**config.mk**
```make
export PLATFORM = sky130hd
export DESIGN_NAME = spi_master_tx_multi_cs
export DESIGN_NICKNAME = d
export VERILOG_FILES = /design/src/rtl/spi_master_tx_multi_cs.sv
export SDC_FILE = /design/constraint.sdc
export NUM_CORES = 1
export LEC_CHECK = 0
export ABC_AREA = 1
export ABC_CLOCK_PERIOD_IN_PS = 2810
export CORE_UTILIZATION = 57
export DETAILED_ROUTE_END_ITERATION = 16
export HOLD_SLACK_MARGIN = 0.03
export PLACE_DENSITY = 0.81
export REMOVE_ABC_BUFFERS = 1
export SETUP_SLACK_MARGIN = 0.4
export SYNTH_ARGS = -nofsm -noshare
export SYNTH_HDL_FRONTEND = slang
export SYNTH_SLANG_ARGS = --single-unit
```
**constraint.sdc**
```tcl
create_clock -name clk_i -period 2.81 [get_ports clk_i]
set_input_delay 0.562 -clock clk_i [delete_from_list [all_inputs] [get_ports clk_i]]
set_output_delay 0.562 -clock clk_i [all_outputs]
set_load 0.005 [all_outputs]
```
**src/rtl/spi_master_tx_multi_cs.sv**
```systemverilog
// SPI mode-0 master transmitter: buffered words go out MSB-first to one of NUM_CS active-low selects.
// Optional feature macro SPI_TX_FIFO_EN: FIFO_DEPTH-entry input FIFO instead of a single holding register.
module spi_master_tx_multi_cs #(
  parameter int DATA_WIDTH = 8,
  parameter int NUM_CS     = 4,
  parameter int CLK_DIV    = 2,
  parameter int FIFO_DEPTH = 4,
  localparam int CS_SEL_W  = (NUM_CS > 1) ? $clog2(NUM_CS) : 1
) (
  input  logic                  clk_i,
  input  logic                  rst_i,
  input  logic [DATA_WIDTH-1:0] data_i,
  input  logic [CS_SEL_W-1:0]   cs_sel_i,
  input  logic                  data_in_valid_strobe_i,
  output logic                  ready_o,
  output logic                  busy_o,
  output logic                  error_o,
  output logic                  spi_clk_o,
  output logic                  spi_mosi_o,
  output logic [NUM_CS-1:0]     spi_cs_o
);

  typedef enum logic [2:0] {IDLE, SETUP, SHIFT, HOLD, GAP} state_t;

  localparam int DIV_W = (CLK_DIV > 1) ? $clog2(CLK_DIV) : 1;
  localparam int BIT_W = $clog2(DATA_WIDTH);
  localparam logic [DIV_W-1:0]    DIV_LAST = DIV_W'(CLK_DIV - 1);
  localparam logic [BIT_W-1:0]    BIT_LAST = BIT_W'(DATA_WIDTH - 1);
  localparam logic [CS_SEL_W:0]   NUM_CS_L = (CS_SEL_W + 1)'(NUM_CS);

  state_t                state, state_next;
  logic [DIV_W-1:0]      div_cnt, div_next;
  logic [BIT_W-1:0]      bit_cnt, bit_next;
  logic [DATA_WIDTH-1:0] shreg, shreg_next;
  logic                  sclk, sclk_next;
  logic                  mosi, mosi_next;
  logic [NUM_CS-1:0]     cs_n, cs_next, sel_onehot;
  logic                  ready, ready_next;
  logic                  busy, busy_next;
  logic                  error, error_next;
  logic                  sel_ok, push, pop, load, div_done;
  logic                  non_empty, non_empty_next;
  logic [DATA_WIDTH-1:0] head_data;
  logic [CS_SEL_W-1:0]   head_sel;

  assign sel_ok = ({1'b0, cs_sel_i} < NUM_CS_L);
  // ready is the registered "not full" flag, so a full buffer rejects even when a pop coincides
  assign push   = data_in_valid_strobe_i & ready & sel_ok & ~rst_i;
  assign pop    = load;

`ifdef SPI_TX_FIFO_EN
  localparam int PTR_W = $clog2(FIFO_DEPTH);
  localparam logic [PTR_W:0] DEPTH_L = (PTR_W + 1)'(FIFO_DEPTH);

  logic [DATA_WIDTH-1:0] mem_data [FIFO_DEPTH];
  logic [CS_SEL_W-1:0]   mem_sel  [FIFO_DEPTH];
  logic [PTR_W-1:0]      wr_ptr, rd_ptr;
  logic [PTR_W:0]        count, count_next;

  assign non_empty = (count != {(PTR_W + 1){1'b0}});
  assign head_data = mem_data[rd_ptr];
  assign head_sel  = mem_sel[rd_ptr];

  always_comb begin
    count_next = count;
    if (push && !pop) begin
      count_next = count + (PTR_W + 1)'(1);
    end else if (pop && !push) begin
      count_next = count - (PTR_W + 1)'(1);
    end else begin
      count_next = count;
    end
  end

  assign non_empty_next = (count_next != {(PTR_W + 1){1'b0}});
  assign ready_next     = (count_next != DEPTH_L);

  always_ff @(posedge clk_i) begin
    if (rst_i) begin
      wr_ptr <= '0;
      rd_ptr <= '0;
      count  <= '0;
    end else begin
      if (push) wr_ptr <= wr_ptr + PTR_W'(1);
      if (pop)  rd_ptr <= rd_ptr + PTR_W'(1);
      count <= count_next;
    end
  end

  always_ff @(posedge clk_i) begin
    if (push) begin
      mem_data[wr_ptr] <= data_i;
      mem_sel[wr_ptr]  <= cs_sel_i;
    end
  end
`else
  logic hold_full;

  assign non_empty = hold_full;
  // push needs an empty register and pop needs a full one, so they never coincide
  assign non_empty_next = push | (hold_full & ~pop);
  assign ready_next     = ~non_empty_next;

  always_ff @(posedge clk_i) begin
    if (rst_i) begin
      hold_full <= 1'b0;
      head_data <= '0;
      head_sel  <= '0;
    end else begin
      hold_full <= non_empty_next;
      if (push) begin
        head_data <= data_i;
        head_sel  <= cs_sel_i;
      end
    end
  end
`endif

  always_comb begin
    sel_onehot = '0;
    for (int i = 0; i < NUM_CS; i++) begin
      sel_onehot[i] = (head_sel == CS_SEL_W'(i));
    end
  end

  assign div_done = (div_cnt == DIV_LAST);

  always_comb begin
    state_next = state;
    div_next   = div_cnt;
    bit_next   = bit_cnt;
    shreg_next = shreg;
    sclk_next  = sclk;
    mosi_next  = mosi;
    cs_next    = cs_n;
    load       = 1'b0;
    case (state)
      IDLE: begin
        load = non_empty;
      end
      SETUP: begin
        if (div_done) begin
          state_next = SHIFT;
          sclk_next  = 1'b1;
          div_next   = '0;
        end else begin
          div_next = div_cnt + DIV_W'(1);
        end
      end
      SHIFT: begin
        if (!div_done) begin
          div_next = div_cnt + DIV_W'(1);
        end else if (sclk) begin
          // falling edge: present the next bit unless this was the last one
          div_next  = '0;
          sclk_next = 1'b0;
          if (bit_cnt != BIT_LAST) begin
            mosi_next  = shreg[DATA_WIDTH-2];
            shreg_next = {shreg[DATA_WIDTH-2:0], 1'b0};
          end else begin
            mosi_next = mosi;
          end
        end else if (bit_cnt == BIT_LAST) begin
          div_next   = '0;
          state_next = HOLD;
        end else begin
          div_next  = '0;
          sclk_next = 1'b1;
          bit_next  = bit_cnt + BIT_W'(1);
        end
      end
      HOLD: begin
        if (div_done) begin
          div_next   = '0;
          cs_next    = '1;
          state_next = GAP;
        end else begin
          div_next = div_cnt + DIV_W'(1);
        end
      end
      GAP: begin
        if (div_done) begin
          div_next   = '0;
          load       = non_empty;
          state_next = IDLE;
        end else begin
          div_next = div_cnt + DIV_W'(1);
        end
      end
      default: begin
        state_next = IDLE;
        cs_next    = '1;
        sclk_next  = 1'b0;
      end
    endcase
    if (load) begin
      state_next = SETUP;
      shreg_next = head_data;
      mosi_next  = head_data[DATA_WIDTH-1];
      cs_next    = ~sel_onehot;
      div_next   = '0;
      bit_next   = '0;
    end else begin
      state_next = state_next;
    end
  end

  assign busy_next  = (state_next != IDLE) | non_empty_next;
  assign error_next = data_in_valid_strobe_i & ~(ready & sel_ok);

  always_ff @(posedge clk_i) begin
    if (rst_i) begin
      state   <= IDLE;
      div_cnt <= '0;
      bit_cnt <= '0;
      shreg   <= '0;
      sclk    <= 1'b0;
      mosi    <= 1'b0;
      cs_n    <= '1;
      ready   <= 1'b1;
      busy    <= 1'b0;
      error   <= 1'b0;
    end else begin
      state   <= state_next;
      div_cnt <= div_next;
      bit_cnt <= bit_next;
      shreg   <= shreg_next;
      sclk    <= sclk_next;
      mosi    <= mosi_next;
      cs_n    <= cs_next;
      ready   <= ready_next;
      busy    <= busy_next;
      error   <= error_next;
    end
  end

  assign ready_o    = ready;
  assign busy_o     = busy;
  assign error_o    = error;
  assign spi_clk_o  = sclk;
  assign spi_mosi_o = mosi;
  assign spi_cs_o   = cs_n;

endmodule

```
Yosys cells after proc, flatten, opt, wreduce, memory -nomap -nowiden
Index checks and enable logic that the tools add are counted.
- reduce and logical (&&, ||, !) cells: 15
- add/sub/neg operators: 2
- bitwise gates (word level): 14
- eq/ne operators: 13
- muxes and demuxes: 29
- operator list (operator ; count):
    2-to-1 mux 7 bit ; 5
    2-to-1 mux 3 bit ; 7
    one-hot mux 3 bit (5 select lines) ; 1
    2-to-1 mux 1 bit ; 11
    2-to-1 mux 4 bit ; 2
    one-hot mux 4 bit (2 select lines) ; 1
    AND reduction 4 bit ; 2
    nonzero test 2 bit ; 4
    OR reduction 4 bit ; 2
    inverter 1 bit ; 7
    == test 3 x 2 -> 1 bit, second input constant ; 2
    == test 3 bit, second input constant ; 2
    inequality test 3 bit, second input constant ; 2
    bitwise AND 1 bit ; 4
    == test 2 bit, second input constant ; 2
    inequality test 2 bit, second input constant ; 2
    inverter 4 bit ; 1
    adder 3 x 1 -> 3 bit, second input constant ; 1
    == test 3 x 1 -> 1 bit, second input constant ; 1
    zero test 3 bit ; 1
    one-hot mux 1 bit (3 select lines) ; 1
    AND reduction 3 bit ; 1
    nonzero test 3 bit ; 1
    OR reduction 3 bit ; 1
    other kinds (8) ; 9
- output and inout port bits: 9
- bits of input ports: 13
- register bits after elaboration: 34

Longest topological paths before layout
- word-level depth: 8
- mapped depth: 10
- gate-level depth less buffers: 8

Worst setup path after synthesis
Ideal clock, no wire load.
- kind: reg-to-reg
- start point: register bit_cnt[0]
- end point: register mosi (netlist: spi_mosi_o)
- setup time: 0.113 ns
- arrival: 1.194 ns
- clock period less this slack: 1.307 ns
- slack: 1.503 ns
- buffers on the path: 0
- data required time: 2.697 ns
- cell stages (with the launch flop): 9
- cells stage by stage: dfxtp_1 -> ha_1 -> ha_1 -> inv_1 -> nand3_2 -> nand2_4 -> inv_1 -> nor2_1 -> nor2_1
- cells in the longest elaborated chain, start to end: 3
- RTL lines (element ; RTL line ; RTL):
    start, declared ; 33 ; logic [BIT_W-1:0] bit_cnt, bit_next;
    start signal, assigned ; 226 ; bit_cnt <= bit_next;
    inequality test 3 bit ; 157 ; if (bit_cnt != BIT_LAST) begin
    nonzero test 2 bit (no line) ; n/a ;
    AND reduction 4 bit (no line) ; n/a ;
    end signal, assigned ; 229 ; mosi <= mosi_next;
    end, declared ; 36 ; logic mosi, mosi_next;
No other way between the ends.
A chain may end at the register's enable or synchronous reset.

Final worst setup path
- start point: register div_cnt
- end point: register cs_n[1] (netlist: spi_cs_o[1])
- cells in the longest elaborated chain, start to end: 4
- elaborated cells on any way between the ends: 6
- those cells by class: eq/ne: 2; mux: 3; reduce/logical: 1
- RTL lines (element ; RTL line ; RTL):
    start, declared ; 32 ; logic [DIV_W-1:0] div_cnt, div_next;
    start signal, assigned ; 225 ; div_cnt <= div_next;
    2-to-1 mux 1 bit ; 182 ; if (div_done) begin
    one-hot mux 1 bit (2 select lines) ; 137 ; case (state)
    inequality test 3 bit (no line) or inequality test 2 x 1 -> 1 bit (tied branches) ; n/a ;
    AND reduction 2 bit (no line) ; n/a ;
    end signal, assigned ; 230 ; cs_n <= cs_next;
    end, declared ; 37 ; logic [NUM_CS-1:0] cs_n, cs_next, sel_onehot;
Parallel ways exist; a longest one is shown, timed or not.

==> results.md <==
- Hold buffers post-CTS: 0
- Die Span Y: 55.01 um
- Worst Skew: 0.006534 ns
- Initial core utilization: 62.38%
- Clock sink count: 34
- WL/cell: 12.16 um
- Leak Pwr: 0.8273 nW
- Final Cell Area: 1899 um2
- Avg Inst Size Synth: 7.150 um2
- Rows: 18
- WL final: 3321 um
- CP endpoint kind: register
- Final worst-path cycle share: 68.28%
- Max-cap violations: 0
- Critical path required time: 3.03 ns
- Synthesized instance count: 224
- RD Place Congestion: 0.7829
- Worst vdd ir: 0.6476 mV
- Largest area contributor in the netlist: dfxtp_1
- Most common cell after layout, fill and taps aside: nand2_1
- Min-Delay Path Depth: 1
- DR pass1 iterations: 4
- TNS Setup: 0 ns
- Vias: 1,494
- Setup CP Type: reg -> reg
- GRT Total Usage: 24.81%
- TritonCTS clock tree: built
- DPL Wire Length: 2381 um
- Synth Flop Type: dfxtp_1
- Skew-Pair Late Insertion Delay: 0.35 ns
- DRT antenna net count: 0
- R2R depth: 7
- Die area: 3026 um2
- Pwr Density: 584.3 nW/um2
- Boundary pin count: 22
- ANT cells: 0
- Yosys reg bits: 34
- Synth top area share: 42.50%
- Area Overhead vs Synth: 18.59%
- Post_cts resized: 0
- Cts bufs inserted: 5
- Final Power: 1.110 mW
- Synth top area cells: dfxtp_1 (43%), nand2_1 (15%), nand3_1 (8.1%)
- Vias in the first global route: 1,290
- Final net count: 257
- DRC: 0
- Port-buffer cells: 21
- Chip Width: 55.01 um
- Final setup fails: 0
- Fill cell count: 207
- Slew HR: 59.21%
- Setup bufs post-CTS: 0
- Worst EP arrival: 2.14 ns
- Run status: complete, no violations
- Most frequent cells in the layout: nand2_1 (64), dfxtp_1 (34), nand3_1 (26)
- Dpl cell area: 1793 um2
- Grt total ovfl: 0
- Core area: 2567 um2
- Yosys warns: 0
- Post-synth ARST share: 0%
- Final min period: 1.919 ns
- Max Root-Sink Buffers: 2
- Number of synthesized flops with an enable pin: 0
- H-tree depth: 2
- Initial antenna violation count: 0
- Hold Path Class: reg -> reg
- Unrepaired setup endpoints after global routing: no
- Clk slew on worst S/H paths: 0.11 ns
- Root buf cell: clkbuf_4
- Post-synth cell types: 25
- First-pass GRT wire length: 5285 um
- Via density: 5.473
- Final Hold Violating Endpoints: 0
- Share of cells above drive strength 1: 9.465%
- Initial drt markers: 57
- Worst-path maximum fanout: 20
- Slew Viols, Final: 0
- Worst Max-Slew Pin Slew: 0.6096 ns
- Hold_ws: 0.4541 ns
- Sequential area share after synthesis: 42.50%
- Largest net degree at the start of global routing: 21
- Synthesized cell area: 1602 um2
- Fmax: 521.2 MHz
- CP startpoint kind: register
==> worst max-delay path: stages (launching register included) <==
cell and delay (ns):
dfxtp_1 0.55, inv_2 0.11, nand2_2 0.23, nand3_2 0.42
nand3_4 0.25, nand2_2 0.09, nand2_1 0.07, nand3_1 0.07
==> per-stage QoR <==
stage / worst slack, ns / instances / utilization, %
global placement: 0.6657 / 265 / 69.83
CTS: 0.9010 / 273 / 73.98
floorplan: 1.280 / 213 / -
global route: 0.7748 / 273 / 73.98
finish: 0.8913 / 273 / 73.98
detailed placement: 0.5909 / 265 / 69.83
==> report_power, final <==
| group | total [mW] | internal [mW] | leakage [nW] | switching, mW |
|---|---|---|---|---|
| Clock | 0.463 | 0.278 | 0.0554 | 0.185 |
| Combinational | 0.126 | 0.0582 | 0.494 | 0.0680 |
| Sequential | 0.521 | 0.505 | 0.277 | 0.0157 |
| Total | 1.11 | 0.841 | 0.827 | 0.268 |
==> registers in the layout (all words and copies together), names as in the netlist <==
name	cells
head_data	8
shreg	7
spi_cs_o	4
bit_cnt	3
state	3
head_sel	2
busy_o	1
div_cnt	1
error_o	1
hold_full	1
ready_o	1
spi_clk_o	1
spi_mosi_o	1
==> final timing paths <==
check | end | slack, ns | startpoint
max | spi_cs_o[1]$_SDFFE_PP1P_ | 0.89 | div_cnt$_SDFFE_PP0P_
min | error_o$_SDFF_PP0_ | 0.45 | ready_o$_SDFF_PP1_
max reg2reg | spi_cs_o[1]$_SDFFE_PP1P_ | 0.89 | div_cnt$_SDFFE_PP0P_
min reg2reg | error_o$_SDFF_PP0_ | 0.45 | ready_o$_SDFF_PP1_
==> area by class of cell <==
type / instances / area, um2 / share of cell area [%]
Timing Repair Buffer: 22 / 217.7 / 11.46
Tap cell: 30 / 37.54 / 1.976
Multi-Input combinational cell: 160 / 785.8 / 41.37
Sequential cell: 34 / 680.7 / 35.84
Clock buffer: 5 / 37.54 / 1.976
Inverter: 19 / 71.32 / 3.755
Clock inverter: 3 / 68.82 / 3.623
==> layer usage <==
layer	wire (um)	GRT usage, %	vias up
met4	44	10.42	0
li1	-	-	767
met1	1493	27.95	675
met5	0	0	-
met3	160	7.377	6
met2	1622	43.17	46
==> Yosys cell counts, types with 2 or more instances <==
master and n:
nand2_1 64, dfxtp_1 34, nand3_1 26, inv_1 18
nor2_1 18, a21oi_1 14, nand4_1 14, o21ai_0 6
clkbuf_1 4, buf_2 3, buf_4 3, nand2_2 3
nor2_2 3, ha_1 2, nand3_2 2
==> kinds of logic after synthesis <==
family	after synthesis	synth area share [%]
adders and majority gates	2	1.562
buffers and inverters	30	8.436
and+or+nand+nor	135	39.77
AOI/OAI and AO/OA	23	7.735
DFF	34	42.50
Note: power is estimated with default switching activity, not from simulation.
